## src/rtl/uart_pkg.sv

```systemverilog
`default_nettype none
// ----------------------------------------------------------------------------
// uart_pkg: shared types and helpers for the UART transmit path.   Rev 1.0
// ----------------------------------------------------------------------------
package uart_pkg;

   typedef enum logic [2:0] {
      ST_IDLE   = 3'd0,
      ST_START  = 3'd1,
      ST_DATA   = 3'd2,
      ST_PARITY = 3'd3,
      ST_STOP   = 3'd4
   } tx_state_t;

   localparam int PARITY_EVEN = 0;
   localparam int PARITY_ODD  = 1;

   // Bits needed to hold a count of 0..n inclusive.
   function automatic int count_width(input int n);
      return $clog2(n + 1);
   endfunction

endpackage
`default_nettype wire

```

## src/rtl/sync_fifo.sv

```systemverilog
`default_nettype none
// ----------------------------------------------------------------------------
// sync_fifo: single-clock first-word-fall-through queue.           Rev 1.0
// ----------------------------------------------------------------------------
module sync_fifo #(
   parameter int WIDTH = 8,
   parameter int DEPTH = 4
) (
   input  logic                           clk,
   input  logic                           reset,
   input  logic                           push,
   input  logic                           pop,
   input  logic [WIDTH-1:0]               wdata,
   output logic [WIDTH-1:0]               rdata,
   output logic                           full,
   output logic                           empty,
   output logic [$clog2(DEPTH+1)-1:0]     count
);
   import uart_pkg::*;

   localparam int c_aw = $clog2(DEPTH);
   localparam int c_cw = count_width(DEPTH);

   logic [WIDTH-1:0] r_mem [DEPTH];
   logic [c_aw-1:0]  r_wr_ptr;
   logic [c_aw-1:0]  r_rd_ptr;
   logic [c_cw-1:0]  r_count;
   logic             w_wr_en;
   logic             w_rd_en;

   // Fullness and emptiness come from the registered count, so a push into a
   // full queue is refused even when a pop happens in the same cycle.
   assign full    = (r_count == c_cw'(DEPTH));
   assign empty   = (r_count == '0);
   assign w_wr_en = push & ~full;
   assign w_rd_en = pop & ~empty;
   assign rdata   = r_mem[r_rd_ptr];
   assign count   = r_count;

   always_ff @(posedge clk) begin
      if (w_wr_en) begin
         r_mem[r_wr_ptr] <= wdata;
      end
   end

   always_ff @(posedge clk or posedge reset) begin
      if (reset) begin
         r_wr_ptr <= '0;
         r_rd_ptr <= '0;
         r_count  <= '0;
      end else begin
         if (w_wr_en) begin
            r_wr_ptr <= r_wr_ptr + 1'b1;
         end
         if (w_rd_en) begin
            r_rd_ptr <= r_rd_ptr + 1'b1;
         end
         case ({w_wr_en, w_rd_en})
            2'b10:   r_count <= r_count + 1'b1;
            2'b01:   r_count <= r_count - 1'b1;
            default: r_count <= r_count;
         endcase
      end
   end

endmodule
`default_nettype wire

```

## src/rtl/uart_tx_fifo.sv

```systemverilog
`default_nettype none
// ----------------------------------------------------------------------------
// uart_tx_fifo: parametrised UART transmitter fed by a push queue. Rev 1.0
// ----------------------------------------------------------------------------
module uart_tx_fifo #(
   parameter int DATA_BITS  = 8,
   parameter int PARITY_EN  = 0,
   parameter int PARITY_ODD = 0,
   parameter int STOP_BITS  = 1,
   parameter int FIFO_DEPTH = 4
) (
   input  logic                                clk,
   input  logic                                reset,
   input  logic                                tick,
   input  logic                                start,
   input  logic [DATA_BITS-1:0]                din,
   output logic                                tx_ready,
   output logic                                busy,
   output logic                                overflow,
   output logic [$clog2(FIFO_DEPTH+1)-1:0]     fifo_count,
   output logic                                dout
);
   import uart_pkg::*;

   localparam int   c_bcw     = $clog2(DATA_BITS);
   localparam logic c_par_inv = (PARITY_ODD == uart_pkg::PARITY_ODD);

   if ((DATA_BITS < 5) || (DATA_BITS > 9)) begin : g_bad_data_bits
      $error("uart_tx_fifo: DATA_BITS must be 5..9");
   end
   if ((STOP_BITS != 1) && (STOP_BITS != 2)) begin : g_bad_stop_bits
      $error("uart_tx_fifo: STOP_BITS must be 1 or 2");
   end
   if ((FIFO_DEPTH < 2) || ((FIFO_DEPTH & (FIFO_DEPTH - 1)) != 0)) begin : g_bad_depth
      $error("uart_tx_fifo: FIFO_DEPTH must be a power of two, at least 2");
   end

   tx_state_t            r_state;
   logic [DATA_BITS-1:0] r_shift;
   logic [c_bcw-1:0]     r_bit_cnt;
   logic                 r_stop_cnt;
   logic                 r_parity;
   logic [DATA_BITS-1:0] w_head;
   logic                 w_full;
   logic                 w_empty;
   logic                 w_last_stop;
   logic                 w_pop;

   sync_fifo #(
      .WIDTH (DATA_BITS),
      .DEPTH (FIFO_DEPTH)
   ) u_fifo (
      .clk   (clk),
      .reset (reset),
      .push  (start),
      .pop   (w_pop),
      .wdata (din),
      .rdata (w_head),
      .full  (w_full),
      .empty (w_empty),
      .count (fifo_count)
   );

   assign tx_ready    = ~w_full;
   assign w_last_stop = (r_stop_cnt == 1'(STOP_BITS - 1));
   // Head is taken on a tick from IDLE or from the final stop bit, which is
   // what lets queued frames follow each other with no idle gap.
   assign w_pop = tick & ~w_empty &
                  ((r_state == ST_IDLE) | ((r_state == ST_STOP) & w_last_stop));

   always_ff @(posedge clk or posedge reset) begin
      if (reset) begin
         overflow <= 1'b0;
      end else begin
         overflow <= start & w_full;
      end
   end

   always_ff @(posedge clk or posedge reset) begin
      if (reset) begin
         r_state    <= ST_IDLE;
         r_shift    <= '1;
         r_bit_cnt  <= '0;
         r_stop_cnt <= 1'b0;
         r_parity   <= 1'b0;
         dout       <= 1'b1;
         busy       <= 1'b0;
      end else if (tick) begin
         case (r_state)
            ST_IDLE: begin
               if (w_pop) begin
                  r_shift  <= w_head;
                  r_parity <= (^w_head) ^ c_par_inv;
                  r_state  <= ST_START;
                  dout     <= 1'b0;
                  busy     <= 1'b1;
               end
            end
            ST_START: begin
               r_state   <= ST_DATA;
               dout      <= r_shift[0];
               r_shift   <= {1'b1, r_shift[DATA_BITS-1:1]};
               r_bit_cnt <= '0;
            end
            ST_DATA: begin
               if (r_bit_cnt == c_bcw'(DATA_BITS - 1)) begin
                  r_stop_cnt <= 1'b0;
                  if (PARITY_EN != 0) begin
                     r_state <= ST_PARITY;
                     dout    <= r_parity;
                  end else begin
                     r_state <= ST_STOP;
                     dout    <= 1'b1;
                  end
               end else begin
                  dout      <= r_shift[0];
                  r_shift   <= {1'b1, r_shift[DATA_BITS-1:1]};
                  r_bit_cnt <= r_bit_cnt + 1'b1;
               end
            end
            ST_PARITY: begin
               r_state    <= ST_STOP;
               r_stop_cnt <= 1'b0;
               dout       <= 1'b1;
            end
            ST_STOP: begin
               if (!w_last_stop) begin
                  r_stop_cnt <= 1'b1;
               end else if (w_pop) begin
                  r_shift  <= w_head;
                  r_parity <= (^w_head) ^ c_par_inv;
                  r_state  <= ST_START;
                  dout     <= 1'b0;
               end else begin
                  r_state <= ST_IDLE;
                  busy    <= 1'b0;
               end
            end
            default: begin
               r_state <= ST_IDLE;
               dout    <= 1'b1;
               busy    <= 1'b0;
            end
         endcase
      end
   end

endmodule
`default_nettype wire
```

## config.mk

```make
export PLATFORM = sky130hd
export DESIGN_NAME = uart_tx_fifo
export DESIGN_NICKNAME = d
export VERILOG_FILES = /design/src/rtl/uart_pkg.sv /design/src/rtl/sync_fifo.sv /design/src/rtl/uart_tx_fifo.sv
export SDC_FILE = /design/constraint.sdc
export NUM_CORES = 1
export LEC_CHECK = 0
export BUFFER_PORTS_ARGS = -buffer_cell sky130_fd_sc_hd__buf_4
export CAP_MARGIN = 20
export CORE_ASPECT_RATIO = 2
export CORE_MARGIN = 2
export CORE_UTILIZATION = 25
export DETAILED_ROUTE_END_ITERATION = 8
export PLACE_DENSITY = 0.41
export SLEW_MARGIN = 5
export SYNTH_ARGS = -nofsm -noshare
export SYNTH_HDL_FRONTEND = slang
export SYNTH_SLANG_ARGS = --single-unit
```

## constraint.sdc

```tcl
create_clock -name clk -period 2.04 [get_ports clk]
set_input_delay 0.408 -clock clk [delete_from_list [all_inputs] [get_ports clk]]
set_output_delay 0.408 -clock clk [all_outputs]
set_load 0.005 [all_outputs]
```

Yosys cells after proc, flatten, opt, wreduce, memory -nomap -nowiden
Memories as Yosys holds them, arrays and structs flattened.
Cells that the tools add are included.
{ "totals": {"ff_bits": 25, "ramBits": 32, "inputBits": 12, "out_inout_bits": 7, "elab_cells": 78, "memories": 1} }
{ "memory_table": {"columns": ["memory", "depth", "word_bits", "read_ports", "rd_ports_with_merged_regs", "write_ports", "line", "source"], "rows": [
  ["u_fifo.r_mem", 4, 8, 1, 0, 1, "sync_fifo.sv:24", "logic [WIDTH-1:0] r_mem [DEPTH];"]
]} }
{ "op_classes": {"addsub": 5, "eq_ne": 13, "mux": 25, "n_bitwise": 11, "reduce_logical": 13} }
{ "op_table": {"columns": ["op", "count"], "rows": [
  ["8-bit one-hot mux with 4 select lines", 1],
  ["8-bit 2-to-1 mux", 3],
  ["3-bit one-hot mux with 5 select lines", 1],
  ["3-bit 2-to-1 mux", 4],
  ["3-bit one-hot mux with 2 select lines", 2],
  ["1-bit 2-to-1 mux", 11],
  ["3-bit equality test, second input constant", 3],
  ["2-bit != test, second input constant", 4],
  ["4-bit AND reduction", 2],
  ["3-bit by 1-bit adder with 3-bit output, second input constant", 2],
  ["1-bit AND", 6],
  ["3-bit by 2-bit equality test with 1-bit output, second input constant", 2],
  ["3-bit zero test", 2],
  ["1-bit one-hot mux with 3 select lines", 2],
  ["3-bit AND reduction", 2],
  ["5-bit AND reduction", 1],
  ["2-bit by 1-bit adder with 2-bit output, second input constant", 2],
  ["1-bit NOT", 4],
  ["1-bit one-hot mux with 4 select lines", 1],
  ["2-bit nonzero test", 2],
  ["4-bit nonzero test", 1],
  ["3-bit by 1-bit equality test with 1-bit output, second input constant", 1],
  ["3-bit nonzero test", 1],
  ["3-bit OR reduction", 1],
  ["other kinds (6)", 6]
]} }

Logic depth before layout (Yosys ltp)
{ "depth": {"depth_word": 7, "ltp_mapped": 10, "mapped_depth_nobuf": 9} }

Hierarchy
Synthesis repeated with hierarchy kept, for this count alone.
{ "hier_totals": {"cells_unflattened": 154, "area_unflattened_um2": 2489.9} }
{ "by_module_without_submodules": {"columns": ["mod", "instances", "cells_each", "area_per_inst_um2", "seq_area_each_um2"], "rows": [
  ["sync_fifo", 1, 80, 1596.5, 1136.1],
  ["uart_tx_fifo", 1, 74, 893.4, 436.7]
]} }

Worst setup path before layout
No wires, ideal clock.
{ "synth_path": {"kind": "flip-flop to flip-flop", "startpoint": "register r_state[0]", "endpoint": "register u_fifo.r_count[2] (netlist: u_fifo.count[2])", "setup_time_ps": 79, "t_arrival_ps": 1908, "t_required_ps": 1961, "setup_slack_ps": 52, "path_stages_with_launch": 11, "path_buffers": 1, "synth_period_minus_slack_ps": 1988, "cell_sequence": "dfrtp_1 buf_2 nor2_1 nand3_2 inv_2 ha_1 inv_1 fa_1 xor2_1 nor2_1 xor2_1"} }
{ "synth_between": {"elab_chain_cells": 7, "elab_cells_between_ends": 10, "cone_classes": "eq/ne: 3; mux: 1; bitwise: 4; reduce/logical: 2"} }
{ "synth_lines": {"columns": ["item", "line", "source"], "rows": [
  ["start, declared", "uart_tx_fifo.sv:38", "tx_state_t r_state;"],
  ["start signal, assigned", "uart_tx_fifo.sv:81", "r_state <= ST_IDLE;"],
  ["start signal, assigned", "uart_tx_fifo.sv:94", "r_state <= ST_START;"],
  ["start signal, assigned", "uart_tx_fifo.sv:100", "r_state <= ST_DATA;"],
  ["3-bit equality test", "uart_tx_fifo.sv:69", "((r_state == ST_IDLE) | ((r_state == ST_STOP) & w_last_stop));"],
  ["1-bit AND", "uart_tx_fifo.sv:69", null],
  ["1-bit OR *", "uart_tx_fifo.sv:69", null],
  ["1-bit AND *", "uart_tx_fifo.sv:68", "assign w_pop = tick & ~w_empty &"],
  ["1-bit AND *", "sync_fifo.sv:36", "assign w_rd_en = pop & ~empty;"],
  ["named net u_fifo.w_rd_en", "sync_fifo.sv:29", "logic w_rd_en;"],
  ["2-bit by 1-bit equality test with 1-bit output / 2-bit equality test (equally long branches)", "sync_fifo.sv:58", "case ({w_wr_en, w_rd_en})"],
  ["3-bit one-hot mux with 2 select lines / 2-bit nonzero test (equally long branches)", null, null],
  ["end signal, assigned", "sync_fifo.sv:59", "2'b10: r_count <= r_count + 1'b1;"],
  ["end signal, assigned", "sync_fifo.sv:60", "2'b01: r_count <= r_count - 1'b1;"],
  ["end signal, assigned", "sync_fifo.sv:61", "default: r_count <= r_count;"],
  ["end, declared", "sync_fifo.sv:27", "logic [c_cw-1:0] r_count;"]
]} }
The timed path passes the listed nets; every way through them passes the cells marked *.
A chain may end at the register's enable or synchronous reset.

Final worst setup path
{ "layout_path": {"startpoint": "register u_fifo.r_count[1] (netlist: u_fifo.count[1])", "endpoint": "register u_fifo.r_count[2] (netlist: u_fifo.count[2])"} }
{ "layout_between": {"elab_chain_cells": 7, "elab_cells_between_ends": 14, "cone_classes": "add/sub: 2; eq/ne: 3; mux: 1; bitwise: 6; reduce/logical: 2"} }
{ "layout_lines": {"columns": ["item", "line", "source"], "rows": [
  ["3-bit zero test", "sync_fifo.sv:34", "assign empty = (r_count == '0);"],
  ["1-bit NOT", "sync_fifo.sv:36, uart_tx_fifo.sv:68", null],
  ["1-bit AND (2 in series)", "uart_tx_fifo.sv:68", null],
  ["1-bit AND", "sync_fifo.sv:36", null],
  ["2-bit by 1-bit equality test with 1-bit output / 2-bit equality test (equally long branches)", "sync_fifo.sv:58", null],
  ["3-bit one-hot mux with 2 select lines / 2-bit nonzero test (equally long branches)", null, null]
]} }
Parallel ways exist; a longest one is shown, timed or not.

==> metrics.cfg <==
[critical_path]
worstSetupEndpointType = flop
path_class = reg -> reg
path_cells = nor2_2 -> nand2_1 -> nand2_2 -> ha_2 -> inv_1 -> fa_1 -> xor2_1 -> nor2_1 -> xor2_1
worst-path-buf-inv = 1
critPathRequiredTime_ps = 2260
crit_family = adder cells
crit_top_cell = xor2_1
cp_max_fo = 4
cp_slowest_stage_delay_ps = 420
path_depth = 9
critPathSlowestCell = dfrtp_1
worst_setup_path_start_kind = flop
reg2reg_depth = 9
reg2reg_slack_ps = 120
crit_arrival_ps = 2140

[place]
gp_congestion = 0.745
portBuffers = 18
post-dp-hpwl_microns = 3400
dp.cells = 307

[power]
p_leak_nw = 1.17
ir_worst_vdd_v = 0.000494
p_per_area_mw_per_mm2 = 1570
power.total_mw = 4.71

[synth]
synth_edf_count = 32
synth_ff_type = edfxtp_1
avgSynthCellArea_sq_um = 16.2
synth_cell_types = 37
synthAdderAreaFrac = 0.0434
yosysWarnings = 0
ys_seq_elements = 56
synth_top_family_by_area = multiplexers
ys_seq_area_frac = 0.634
synth_top_area_frac = 0.387
synth_common_cells = edfxtp_1, dfrtp_1, dfstp_2, mux2_2, inv_1
synthCells = 153
synth_area_leaders = edfxtp_1, dfrtp_1, dfstp_2, mux4_2, mux2_4
yosysMostFrequentCell = edfxtp_1
netlist_area_sq_mm = 0.00248
yosys.area.top_type = edfxtp_1
syn_nets = 173
synthXorXnorAreaFrac = 0.0247
synth-simple-area-share = 0.0585
synth_compound_area_frac = 0.0479
synthArstFlopShare = 0.429
synthMuxAreaShare = 0.161

[timing]
skew_ps = 8.92
hold_ws_ps = 153
fin_tns_setup_ps = 0
drv_slew = 0
clock.fmax_ghz = 0.521
min_period_ps = 1920
hold_viol_final = 0
setup_viol = 0
slew_headroom = 0.648
period_share = 0.941
rsz0062_at_grt = false
worst_pin_slew_ps = 523

[route]
finalWirelength_microns = 4570
postRouteAntennaNets = 0
first_iter_violations = 42
route.detailed.drc = 0
dr_total_vias = 1325
detail_route.vias_per_cell = 4.21
wl_per_cell_microns = 14.5
dr.pass1.iters = 4

[cts]
cts_buffers = 5
cts_tree = done
post-cts-setup-buffers = 0
h-tree-depth = 2
insertion_delay_ps = 300
cts.reportedPaths.clkPinSlew_ps = 80
cts.sinks = 56
clock_path_buffers = 2
clockRootBuffer = clkbuf_16

[final_layout]
drive_gt1_frac = 0.421
synthToLayoutAreaGrowth_pct = 20.8
n_antenna_cell = 0
final_cells = 315
nets = 202
fillers = 1017

[floorplanning]
coreArea_sq_mm = 0.00970
initial_core_util = 0.256
dieWidth_microns = 74.4
rows = 51
pin_count = 19
fp.dieArea_sq_mm = 0.0108
die_h_microns = 145

[outcome]
status = finished, final reports clean

[global_route]
first_global_vias = 1496
grt_usage = 0.0961
grt_pass1_wl_microns = 7590
grt_overflow = 0
grt_antenna_before_repair = 0
grt_max_degree = 25

[job]
maxCapViolCount = 0

[min_path]
hold_path_class = in -> async

## area by class of cell
cell class	count	area, sq um	area share
sequential	56	1570	0.525
multi-input combinational	83	848	0.283
timing repair buffer	27	203	0.0676
tap	132	165	0.0551
clock buffer	5	125	0.0418
clock inverter	3	46.3	0.0154
inverter	9	36.3	0.0121
## path summary, 6_finish.rpt
check                                                  from                            to
max in group asynchronous                             reset        r_shift[3]$_DFFE_PP1P_
min in group clk                                     din[5]  u_fifo.r_mem[3][5]$_DFFE_PP_
worst max-delay path            u_fifo.count[1]$_DFFE_PP0P_   u_fifo.count[2]$_DFFE_PP0P_
worst min-delay path                                  reset   u_fifo.count[1]$_DFFE_PP0P_
worst max register to register  u_fifo.count[1]$_DFFE_PP0P_   u_fifo.count[2]$_DFFE_PP0P_
worst min register to register             dout$_DFFE_PP1P_              dout$_DFFE_PP1P_
## metrics by stage
stage / area, sq um / utilization / worst slack (ps)
final: 3000 / 0.309 / 121
after global routing: 3000 / 0.309 / 4.40
after CTS: 2980 / 0.307 / 86.4
after detailed placement: 2810 / 0.289 / 104
after global placement: 2810 / 0.289 / 177
after floorplan: 2480 / - / 52.4
## repair_timing
item / in CTS / in global routing
hold buffers: 0 / 0
setup endpoints to repair: 0 / 1
resized for setup: 0 / 6
## placed cells by master, fill, tap and decap left out, types with 2 or more instances in the layout
master / Yosys / final
a21oi_1: 3 / 3
a22o_1: 5 / 5
and3_1: 5 / 5
buf_4: 0 / 27
clkbuf_16: 0 / 5
dfrtp_1: 15 / 15
dfstp_2: 9 / 9
edfxtp_1: 32 / 32
ha_1: 7 / 6
inv_1: 8 / 8
mux2_2: 9 / 9
mux2_4: 7 / 7
mux4_2: 7 / 7
nand2_1: 4 / 3
nand2_2: 1 / 2
nor2_1: 6 / 4
nor2_2: 0 / 2
nor2b_1: 3 / 3
nor3_1: 2 / 2
o21ai_0: 4 / 4
xnor2_1: 5 / 5
xor2_1: 2 / 2
## where the power goes
group / leakage (nW) / internal, mW / switching, mW
logic: 0.522 / 1.04 / 0.809
clock network: 0.0804 / 0.584 / 0.405
registers: 0.570 / 1.64 / 0.229
total: 1.17 / 3.27 / 1.44
## cell families (layout without fill, tap and decap cells)
logic type,Yosys count,in the layout
compound gates,17,17
xor+xnor,7,7
fa+ha+maj,8,8
buf+inv,14,44
flops,56,56
mux,25,25
simple gates,26,26
## flip-flops by register name, summed over array words and instances, names as in the netlist
signal,flops
overflow,1
u_fifo.r_wr_ptr,2
u_fifo.count,3
r_bit_cnt,3
r_shift,8
r_state,3
dout,1
u_fifo.r_rd_ptr,2
u_fifo.r_mem,32
busy,1
## per-layer routing
metal,share of wire,routed length (microns),vias to the layer above,GRT usage
met3,0.026,117,8,0.0229
met1,0.37,1680,677,0.0955
met5,0,0,-,0
met2,0.58,2650,20,0.178
li1,-,-,620,-
met4,0.027,122,0,0.0479
## worst register-to-register path: cells and delay by family (launching register included)
| family | cells | cell delay (ps) |
|---|---|---|
| AND/OR/NAND/NOR | 4 | 450 |
| adder cells (fa/ha/maj) | 2 | 560 |
| XOR/XNOR | 2 | 330 |
| buffers and inverters | 1 | 60 |
| flip-flops | 1 | 420 |
No activity file was read; power rests on OpenSTA's default activity.
